**src/rtl/vrf_bank_requester.sv**
```systemverilog
// rtl/vrf_bank_requester.sv - VRF bank initiator: credit-throttled readers plus one write stream,
// arbitrated per bank (write first, then round-robin) and issued through a registered request stage.
module vrf_bank_requester #(
  parameter int NrBanks    = 8,
  parameter int NrReaders  = 4,
  parameter int VAddrWidth = 16,
  parameter int QueueDepth = 4,
  parameter int LenWidth   = 12,
  localparam int BankSel    = $clog2(NrBanks),
  localparam int BAddrWidth = VAddrWidth - BankSel,
  localparam int QIdxWidth  = $clog2(NrReaders),
  localparam int CntWidth   = $clog2(QueueDepth + 1)
) (
  input  logic                              clk_i,
  input  logic                              rst_i,
  input  logic [NrReaders-1:0]              cmd_valid_i,
  output logic [NrReaders-1:0]              cmd_ready_o,
  input  logic [NrReaders*VAddrWidth-1:0]   cmd_addr_i,
  input  logic [NrReaders*LenWidth-1:0]     cmd_len_i,
  output logic [NrReaders-1:0]              cmd_done_o,
  input  logic [NrReaders-1:0]              credit_ret_i,
  input  logic                              wr_valid_i,
  output logic                              wr_ready_o,
  input  logic [VAddrWidth-1:0]             wr_addr_i,
  input  logic [63:0]                       wr_data_i,
  input  logic [7:0]                        wr_be_i,
  output logic [NrBanks-1:0]                req_o,
  output logic [NrBanks*BAddrWidth-1:0]     addr_o,
  output logic [NrBanks-1:0]                wen_o,
  output logic [NrBanks*64-1:0]             wdata_o,
  output logic [NrBanks*8-1:0]              be_o,
  output logic [NrBanks*QIdxWidth-1:0]      tgt_opqueue_o
);

  typedef enum logic {IDLE, READ} state_e;

  state_e state_q [NrReaders];
  state_e state_d [NrReaders];
  logic [NrReaders-1:0][VAddrWidth-1:0] cur_addr_q, cur_addr_d;
  logic [NrReaders-1:0][LenWidth-1:0]   remaining_q, remaining_d;
  logic [NrReaders-1:0][CntWidth-1:0]   credit_q, credit_d;
  logic [NrReaders-1:0]                 done_q, done_d;
  logic [NrBanks-1:0][QIdxWidth-1:0]    rr_q, rr_d;

  logic [NrReaders-1:0] bid;
  logic [NrReaders-1:0] grant;

  logic [NrBanks-1:0]                 req_q, req_d;
  logic [NrBanks-1:0]                 wen_q, wen_d;
  logic [NrBanks-1:0][BAddrWidth-1:0] addr_q, addr_d;
  logic [NrBanks-1:0][63:0]           wdata_q, wdata_d;
  logic [NrBanks-1:0][7:0]            be_q, be_d;
  logic [NrBanks-1:0][QIdxWidth-1:0]  tgt_q, tgt_d;

  always_comb begin
    for (int r = 0; r < NrReaders; r++) begin
      bid[r] = (state_q[r] == READ) && (credit_q[r] != '0);
    end
  end

  // Per-bank arbitration; req_d doubles as the "already granted" flag inside the RR scan.
  always_comb begin
    logic [QIdxWidth-1:0] idx;
    int                   sum;
    req_d   = '0;
    wen_d   = '0;
    addr_d  = '0;
    wdata_d = '0;
    be_d    = '0;
    tgt_d   = '0;
    rr_d    = rr_q;
    grant   = '0;
    idx     = '0;
    sum     = 0;
    for (int b = 0; b < NrBanks; b++) begin
      if (wr_valid_i && (wr_addr_i[BankSel-1:0] == BankSel'(b))) begin
        req_d[b]   = 1'b1;
        wen_d[b]   = 1'b1;
        addr_d[b]  = wr_addr_i[VAddrWidth-1:BankSel];
        wdata_d[b] = wr_data_i;
        be_d[b]    = wr_be_i;
      end else begin
        for (int k = 0; k < NrReaders; k++) begin
          sum = int'(rr_q[b]) + k;
          if (sum >= NrReaders) sum = sum - NrReaders;
          idx = QIdxWidth'(sum);
          if (!req_d[b] && bid[idx] && (cur_addr_q[idx][BankSel-1:0] == BankSel'(b))) begin
            req_d[b]   = 1'b1;
            addr_d[b]  = cur_addr_q[idx][VAddrWidth-1:BankSel];
            tgt_d[b]   = idx;
            grant[idx] = 1'b1;
            rr_d[b]    = (idx == QIdxWidth'(NrReaders - 1)) ? '0 : idx + 1'b1;
          end
        end
      end
    end
  end

  always_comb begin
    for (int r = 0; r < NrReaders; r++) begin
      state_d[r]     = state_q[r];
      cur_addr_d[r]  = cur_addr_q[r];
      remaining_d[r] = remaining_q[r];
      credit_d[r]    = credit_q[r];
      done_d[r]      = 1'b0;
      if ((state_q[r] == IDLE) && cmd_valid_i[r]) begin
        if (cmd_len_i[r*LenWidth +: LenWidth] == '0) begin
          done_d[r] = 1'b1;
        end else begin
          state_d[r]     = READ;
          cur_addr_d[r]  = cmd_addr_i[r*VAddrWidth +: VAddrWidth];
          remaining_d[r] = cmd_len_i[r*LenWidth +: LenWidth];
        end
      end
      if (grant[r]) begin
        cur_addr_d[r]  = cur_addr_q[r] + 1'b1;
        remaining_d[r] = remaining_q[r] - 1'b1;
        if (remaining_q[r] == LenWidth'(1)) begin
          state_d[r] = IDLE;
          done_d[r]  = 1'b1;
        end
      end
      // A return while full is illegal; hold at QueueDepth rather than wrap.
      if (grant[r] && !credit_ret_i[r]) begin
        credit_d[r] = credit_q[r] - 1'b1;
      end else if (!grant[r] && credit_ret_i[r] && (credit_q[r] != CntWidth'(QueueDepth))) begin
        credit_d[r] = credit_q[r] + 1'b1;
      end
    end
  end

  always_ff @(posedge clk_i) begin
    if (rst_i) begin
      for (int r = 0; r < NrReaders; r++) begin
        state_q[r] <= IDLE;
      end
      cur_addr_q  <= '0;
      remaining_q <= '0;
      credit_q    <= {NrReaders{CntWidth'(QueueDepth)}};
      done_q      <= '0;
      rr_q        <= '0;
      req_q       <= '0;
      wen_q       <= '0;
      addr_q      <= '0;
      wdata_q     <= '0;
      be_q        <= '0;
      tgt_q       <= '0;
    end else begin
      for (int r = 0; r < NrReaders; r++) begin
        state_q[r] <= state_d[r];
      end
      cur_addr_q  <= cur_addr_d;
      remaining_q <= remaining_d;
      credit_q    <= credit_d;
      done_q      <= done_d;
      rr_q        <= rr_d;
      req_q       <= req_d;
      wen_q       <= wen_d;
      addr_q      <= addr_d;
      wdata_q     <= wdata_d;
      be_q        <= be_d;
      tgt_q       <= tgt_d;
    end
  end

  always_comb begin
    for (int r = 0; r < NrReaders; r++) begin
      cmd_ready_o[r] = (state_q[r] == IDLE);
    end
  end

  assign cmd_done_o    = done_q;
  assign wr_ready_o    = wr_valid_i;
  assign req_o         = req_q;
  assign wen_o         = wen_q;
  assign addr_o        = addr_q;
  assign wdata_o       = wdata_q;
  assign be_o          = be_q;
  assign tgt_opqueue_o = tgt_q;

  for (genvar r = 0; r < NrReaders; r++) begin : g_credit_chk
    credit_overflow_a : assert property (@(posedge clk_i) disable iff (rst_i)
      !(credit_ret_i[r] && !grant[r] && (credit_q[r] == CntWidth'(QueueDepth))));
  end

endmodule

```
**config.mk**
```make
export PLATFORM = sky130hd
export DESIGN_NAME = vrf_bank_requester
export DESIGN_NICKNAME = d
export VERILOG_FILES = /design/src/rtl/vrf_bank_requester.sv
export SDC_FILE = /design/constraint.sdc
export NUM_CORES = 2
export LEC_CHECK = 0
export ABC_CLOCK_PERIOD_IN_PS = 5660
export CAP_MARGIN = 30
export CELL_PAD_IN_SITES_DETAIL_PLACEMENT = 1
export CELL_PAD_IN_SITES_GLOBAL_PLACEMENT = 1
export CORE_AREA = 2 2 358 360
export DETAILED_ROUTE_END_ITERATION = 12
export DIE_AREA = 0 0 360 362
export GPL_TIMING_DRIVEN = 0
export PLACE_DENSITY = 0.69
export SYNTH_ARGS = -nofsm -noshare
export SYNTH_HDL_FRONTEND = slang
export SYNTH_SLANG_ARGS = --single-unit
export TNS_END_PERCENT = 1
```
**constraint.sdc**
```tcl
create_clock -name clk_i -period 5.66 [get_ports clk_i]
set_clock_uncertainty 0.15 [all_clocks]
set_input_delay 1.132 -clock clk_i [delete_from_list [all_inputs] [get_ports clk_i]]
set_output_delay 1.132 -clock clk_i [all_outputs]
set_load 0.02 [all_outputs]
```
Word-level counts from Yosys, hierarchy flattened --
Memories as Yosys holds them, arrays and structs flattened. Cells that the tools add are included.
Word-level totals: output and inout bits 721, memories 1, RAM bits 4, input bits 211, latch bits 0, ROM bits 0, bits in registers 856
Memory list:
- state_q | words 4, bits a word 1, rd ports 4, clocked after Yosys merged registers in 0, wr ports 4, line 37 | state_e state_q [NrReaders];
Cells by class: add/subtract/negate cells 104, shift operators 0, reduce and logical (&&, ||, !) cells 205, $lt $le $gt $ge 96, $mul 0, divide/modulo/power cells 0, multiplexer cells 599, bitwise logic cells 47, equality and inequality tests 79
Operator list (number):
- $bmux 16 s2 | 32
- $mux 16 | 44
- $mux 13 | 40
- $mux 2 | 160
- $mux 4 | 64
- $mux 1 | 175
- $mux 12 | 12
- $or 4x4->4 | 31
- $logic_and 1x1->1 | 116
- $lt 2x3->1 const B | 32
- $ge 3x3->1 const B | 24
- $add 16x1->16 const B | 4
- $add 2x1->2 const B | 32
- $bmux 1 s2 | 32
- $demux 1 s2 | 32
- $eq 2x2->1 const B | 32
- $ge 2x1->1 const B | 32
- $sub 2x1->2 const B | 32
- $eq 3x3->1 const B | 20
- $add 2x2->3 const B | 16
- $eq 12x1->1 const B | 4
- $logic_not 12->1 | 4
- $sub 12x1->12 const B | 4
- $logic_not 1->1 | 32
- 17 further kinds | 124

Depth between registers and ports, before layout --
depth in word-level cells 113, gate-level depth with buffers 19, depth with buffers taken out 15

Worst setup path before layout --
No wires, ideal clock.
path kind flip-flop to flip-flop, from register rr_q[9] (netlist bit), to register credit_q[8] (netlist bit), library setup time 124 ps, path buffers 5, slack 1045 ps, stages on the path, launching flop included 19, arrival 4340 ps, cell sequence dfxtp_1 -> clkbuf_1 -> clkbuf_1 -> inv_1 -> ha_1 -> buf_1 -> mux4_2 -> or3_1 -> clkbuf_1 -> or2_1 -> o2111a_1 -> and4_1 -> buf_2 -> a21oi_2 -> inv_1 -> fa_1 -> nor3b_1 -> a22oi_1 -> a2111o_1
Between the ends: word-level cells in the longest chain between the ends 64, elaborated cells between the ends (all ways) 129, classes of those cells 7 x add/sub; 12 x order compare; 4 x eq/ne; 71 x mux; 16 x bitwise; 19 x reduce/logical
RTL lines:
- start, declared | line 43 | logic [NrBanks-1:0][QIdxWidth-1:0] rr_q, rr_d;
- start signal, assigned | line 156 | rr_q <= rr_d;
- branches (longest 22 deep; another with $ge 2x3->1)
- $mux 4 * | line 87 | if (!req_d[b] && bid[idx] && (cur_addr_q[idx][BankSel-1:0] == BankSel'(b))) begin
- $mux 4 * | line 76 | if (wr_valid_i && (wr_addr_i[BankSel-1:0] == BankSel'(b))) begin
- $or 4x4->4 (no line)
- $mux 4 | line 87
- $mux 4 | line 76
- $or 4x4->4 (no line)
- $mux 4 | line 87
- [... 26 more ...]
- $mux 4 | line 87
- $mux 4 | line 76
- $or 4x4->4 (no line)
- $mux 4 | line 87
- $mux 4 * | line 76
- $logic_not 1->1 | line 126 | end else if (!grant[r] && credit_ret_i[r] && (credit_q[r] != CntWidth'(QueueDepth))) begin
- $logic_and 1x1->1 (2 in series) | line 126
- $reduce_bool 2->1 (no line)
- end signal, assigned | line 139 | credit_q <= {NrReaders{CntWidth'(QueueDepth)}};
- end signal, assigned | line 154 | credit_q <= credit_d;
- end, declared | line 41 | logic [NrReaders-1:0][CntWidth-1:0] credit_q, credit_d;
Mark *: on every way between the ends. The select of a mux whose other input is x is not followed. A chain may end at the register's enable or synchronous reset.

Worst setup path in the final report --
from input wr_addr_i[0], to register credit_q[8] (netlist bit)
Between the ends: word-level cells in the longest chain between the ends 91, elaborated cells between the ends (all ways) 107, classes of those cells 7 x eq/ne; 58 x mux; 28 x bitwise; 14 x reduce/logical
RTL lines:
- start, declared | line 24 | input logic [VAddrWidth-1:0] wr_addr_i,
- $logic_not 3->1 | line 76
- $logic_and 1x1->1 | line 76
- $mux 4 | line 76
- $or 4x4->4 (no line)
- $mux 4 | line 87
- $mux 4 | line 76
- $or 4x4->4 (no line)
- $mux 4 | line 87
- [... 74 more ...]
- $mux 4 | line 87
- $mux 4 | line 76
- $or 4x4->4 (no line)
- $mux 4 | line 87
- $mux 4 * | line 76
- $logic_not 1->1 | line 126
- $logic_and 1x1->1 (2 in series) | line 126
- $reduce_bool 2->1 (no line)
Every way passes the cells marked *; elsewhere a longest branch is shown, timed or not. The select of a mux whose other input is x is not followed.

==> summary.md <==
| Metric | Value |
|---|---|
| Routed len/inst | 39.3 um |
| Pre-antenna DRT Iters | 6 |
| Crit start category | input port |
| Hold-fix buffers, CTS | 0 |
| Drt total wl | 307 mm |
| Power per cell area | 484 nW/um^2 |
| Worst setup margin | 0.00955 ns |
| Synthesized area per cell | 8.93 um^2 |
| R2R setup slack | 0.01 ns |
| Crit path required time | 6.16 ns |
| Die ar. | 130000 um^2 |
| Most crowded layer after global routing | met2 |
| Hpwl dp | 240 mm |
| First-pass GRT wire length | 410 mm |
| Total Nets Final | 6300 |
| Final Critical Period | 5.65 ns |
| Critical Path AT | 6.15 ns |
| Seq pwr share | 25.3% |
| Core area | 127000 um^2 |
| Syn nets | 5153 |
| LEAKAGE | 21.7 nW |
| Final design utilization | 47.5% |
| Via count | 50886 |
| Peak supply drop | 0.000273 V |
| Setup Viol. Count Final | 0 |
| Met3 usage | 14.2% |
| M1 GR Usage | 54.3% |
| Final-report hold violation count | 0 |
| CTS Root Cell | clkbuf_16 |
| Synth warn | 0 |
| GRT Total Usage | 44.9% |
| Hold wc startpoint | remaining_q[6] |
| Psw | 14.1 mW |
| DR iter-0 viols | 6561 |
| Place WS | -1.06 ns |
| Post-route ant nets | 0 |
| Distinct cell type count after synthesis | 105 |
| Register bit count reported by yosys | 860 |
| Placer Congestion | 1.04 |
| Share of cells above drive strength 1 | 9.21% |
| Clock slew at reported path FFs | 0.07 ns |
| CTS Buffer Depth | 3 |
| Area share of the leading cell type in the synthesized netlist | 39.4% |
| Fmax | 0.177 GHz |
| R2R cell count | 15 |
| Critical Path Sink Type | flop |
| Area leader, netlist | dfxtp_1 |
| Actual slew at the worst max-slew pin | 1.27 ns |
| Vias in the first global route | 48782 |
| Critical-path maximum fanout | 10 |
| Cts bufs inserted | 91 |
| Gate Count Post-Synth | 4892 |
| EDFF count, synth | 0 |
| Reg-to-Reg End | credit_q[8] |
| Die width | 360 um |
| MaxCap Viol Count | 0 |
| Slew Limit Fails | 0 |
| Relative slew slack | 14.6% |
| Clk sinks | 860 |
| Most used DFF post-synth | dfxtp_1 |
| Worst Hold Endpoint | remaining_q[6] |
| Initial antenna violation count | 61 |
| Area Overhead vs Synth | 37.9% |
| M2 GR Usage | 66.7% |
| Largest net degree at the start of global routing | 20 |
| Logic pwr share | 52.8% |
| Status | complete, no violations |
| Crit Path Category | in2reg |
| Unrepaired setup endpoints after global routing | true |
| Number of port buffers | 916 |
| Floorplan row count | 131 |
| DR vias/cell | 6.52 |
| Sw Share | 48.2% |
| Reg-to-Reg Start | credit_q[8] |
| Clock Power Share | 21.9% |
| Clock Latency Late Sink | 0.79 ns |
| Hold depth | 2 |
| Commonest non-fill, non-tap cells in the layout | clkdlybuf4s50_1, dfxtp_1, clkbuf_1, and3_1, mux2i_1 |
| Async SR Flop Fraction | 0% |
| H-tree level count | 3 |
| Worst hold-check path type | reg2reg |
| Die H | 362 um |
| Initial core utilization | 34.5% |
| Most common cell after layout, fill and taps aside | clkdlybuf4s50_1 |
| Top cells by area, synth | dfxtp_1, mux2i_1, and3_1 |
| CTS tree | done |
| Int Pwr | 15.1 mW |
| Tcrit/Tclk final | 99.8% |
| Seq/Total Area, Yosys | 39.4% |
| # IOs | 932 |
| Cell area after synthesis | 43700 um^2 |
| Remaining DRCs | 0 |
| Grt total ovfl | 0 |
[cells in the mapped netlist (all sizes together), types with 8 or more instances]
cell / number
a311oi: 104
mux4: 64
mux2: 27
o211ai: 23
nand3b: 16
a32oi: 18
a221oi: 33
o32ai: 10
o221a: 14
a22oi: 19
nand2: 214
o22ai: 200
buf: 99
and2: 242
xnor2: 8
nor4b: 16
nand4: 17
or2: 20
o221ai: 180
clkbuf: 482
o21ai: 250
or4: 16
mux2i: 349
o31a: 8
nand2b: 31
o31ai: 14
nor2b: 66
a31oi: 109
and3: 410
ha: 46
a211oi: 32
or3: 49
inv: 68
nor2: 261
o21a: 10
nor4: 66
a2111oi: 15
nor3: 90
o311a: 8
a21oi: 98
dfxtp: 860
nand3: 125
[critical path, cell delays in order]
cell	delay, ns
clkdlybuf4s50_1	0.74
clkbuf_1	0.40
nor2_1	0.13
nand2_1	0.22
clkbuf_1	0.64
nand2_1	0.28
o32ai_1	0.45
a211o_1	0.31
nor3b_2	0.14
clkbuf_2	0.28
a21oi_2	0.22
inv_1	0.07
fa_1	0.42
nor3b_1	0.21
a22oi_1	0.09
a2111o_1	0.41
[registers in the layout, summed over array words and instances, names as in the netlist, 12 cells and up]
signal	flops
remaining_q	48
tgt_opqueue_o	16
be_o	64
cur_addr_q	64
addr_o	104
rr_q	16
credit_q	12
wdata_o	512
[layout make-up]
type                    count  area, um^2
fillers                 14401       66500
multi-input cells        3380       24000
flip-flops and latches    860       17200
repair buffers           1057       11100
clock buffers             125        2550
plain buffers             578        2360
well taps                1662        2080
clock inverters            43         596
inverters                  71         272
diodes                     34        85.1
[metal layers]
metal | part of all wire [%] | vias up
li1 | - | 20650
met1 | 38 | 25469
met2 | 42 | 3677
met3 | 11 | 1064
met4 | 8.8 | 26
met5 | 0.064 | -
[per-stage QoR]
stage / std cells / cell area, um^2 / hold WS (ns) / power [mW] / TNS, ns
after floorplan: 4892 / 43700 / 0.295 / 14.9 / 0
after CTS: 7762 / 59900 / 0.334 / 28.2 / 0
after global routing: 7790 / 60200 / 0.380 / 29.6 / -0.256
after detailed placement: 7593 / 56700 / 0.326 / 21.8 / -78.57
final: 7810 / 60200 / 0.339 / 29.2 / 0
after global placement: 7470 / 54900 / 0.315 / 21.0 / -90.71
[what timing repair did]
action,CTS,global route
hold endpoints to repair,0,0
buffers inserted,2,3
gates resized for setup,15,27
setup endpoints to repair,111,109
pin swaps,1,2
[power groups by stage]
stage	clock network [mW]	registers, mW	logic (mW)
CTS	6.40	7.34	14.4
global route	6.67	7.41	15.5
detailed placement	0	7.47	14.3
global placement	0	7.44	13.6
floorplan	0	7.57	7.32
finish	6.38	7.38	15.4
[worst max-delay path by stage]
stage / end / cells after the start / start
2_1_floorplan: credit_q[8] / 18 / rr_q[9]
3_3_place_gp: remaining_q[42] / 16 / rr_q[12]
3_5_place_dp: cur_addr_q[37] / 13 / wr_addr_i[1]
4_1_cts: remaining_q[43] / 16 / rr_q[12]
5_1_grt: credit_q[8] / 17 / rr_q[2]
6_report: credit_q[8] / 16 / wr_addr_i[0]
[cell families (layout without fill, tap and decap cells)]
| kind of cell | after synthesis | in the layout | share of synthesized area (%) |
|---|---|---|---|
| AOI/OAI and AO/OA | 1213 | 1213 | 19.7 |
| xor gates and xnor gates | 10 | 10 | 0.201 |
| adders and majority gates | 50 | 50 | 1.50 |
| buffers and inverters | 652 | 1874 | 5.95 |
| DFF | 860 | 860 | 39.4 |
| muxes | 440 | 440 | 12.0 |
| other | 0 | 34 | 0 |
| and+or+nand+nor | 1667 | 1667 | 21.2 |
(Power assumes the default switching activity.)
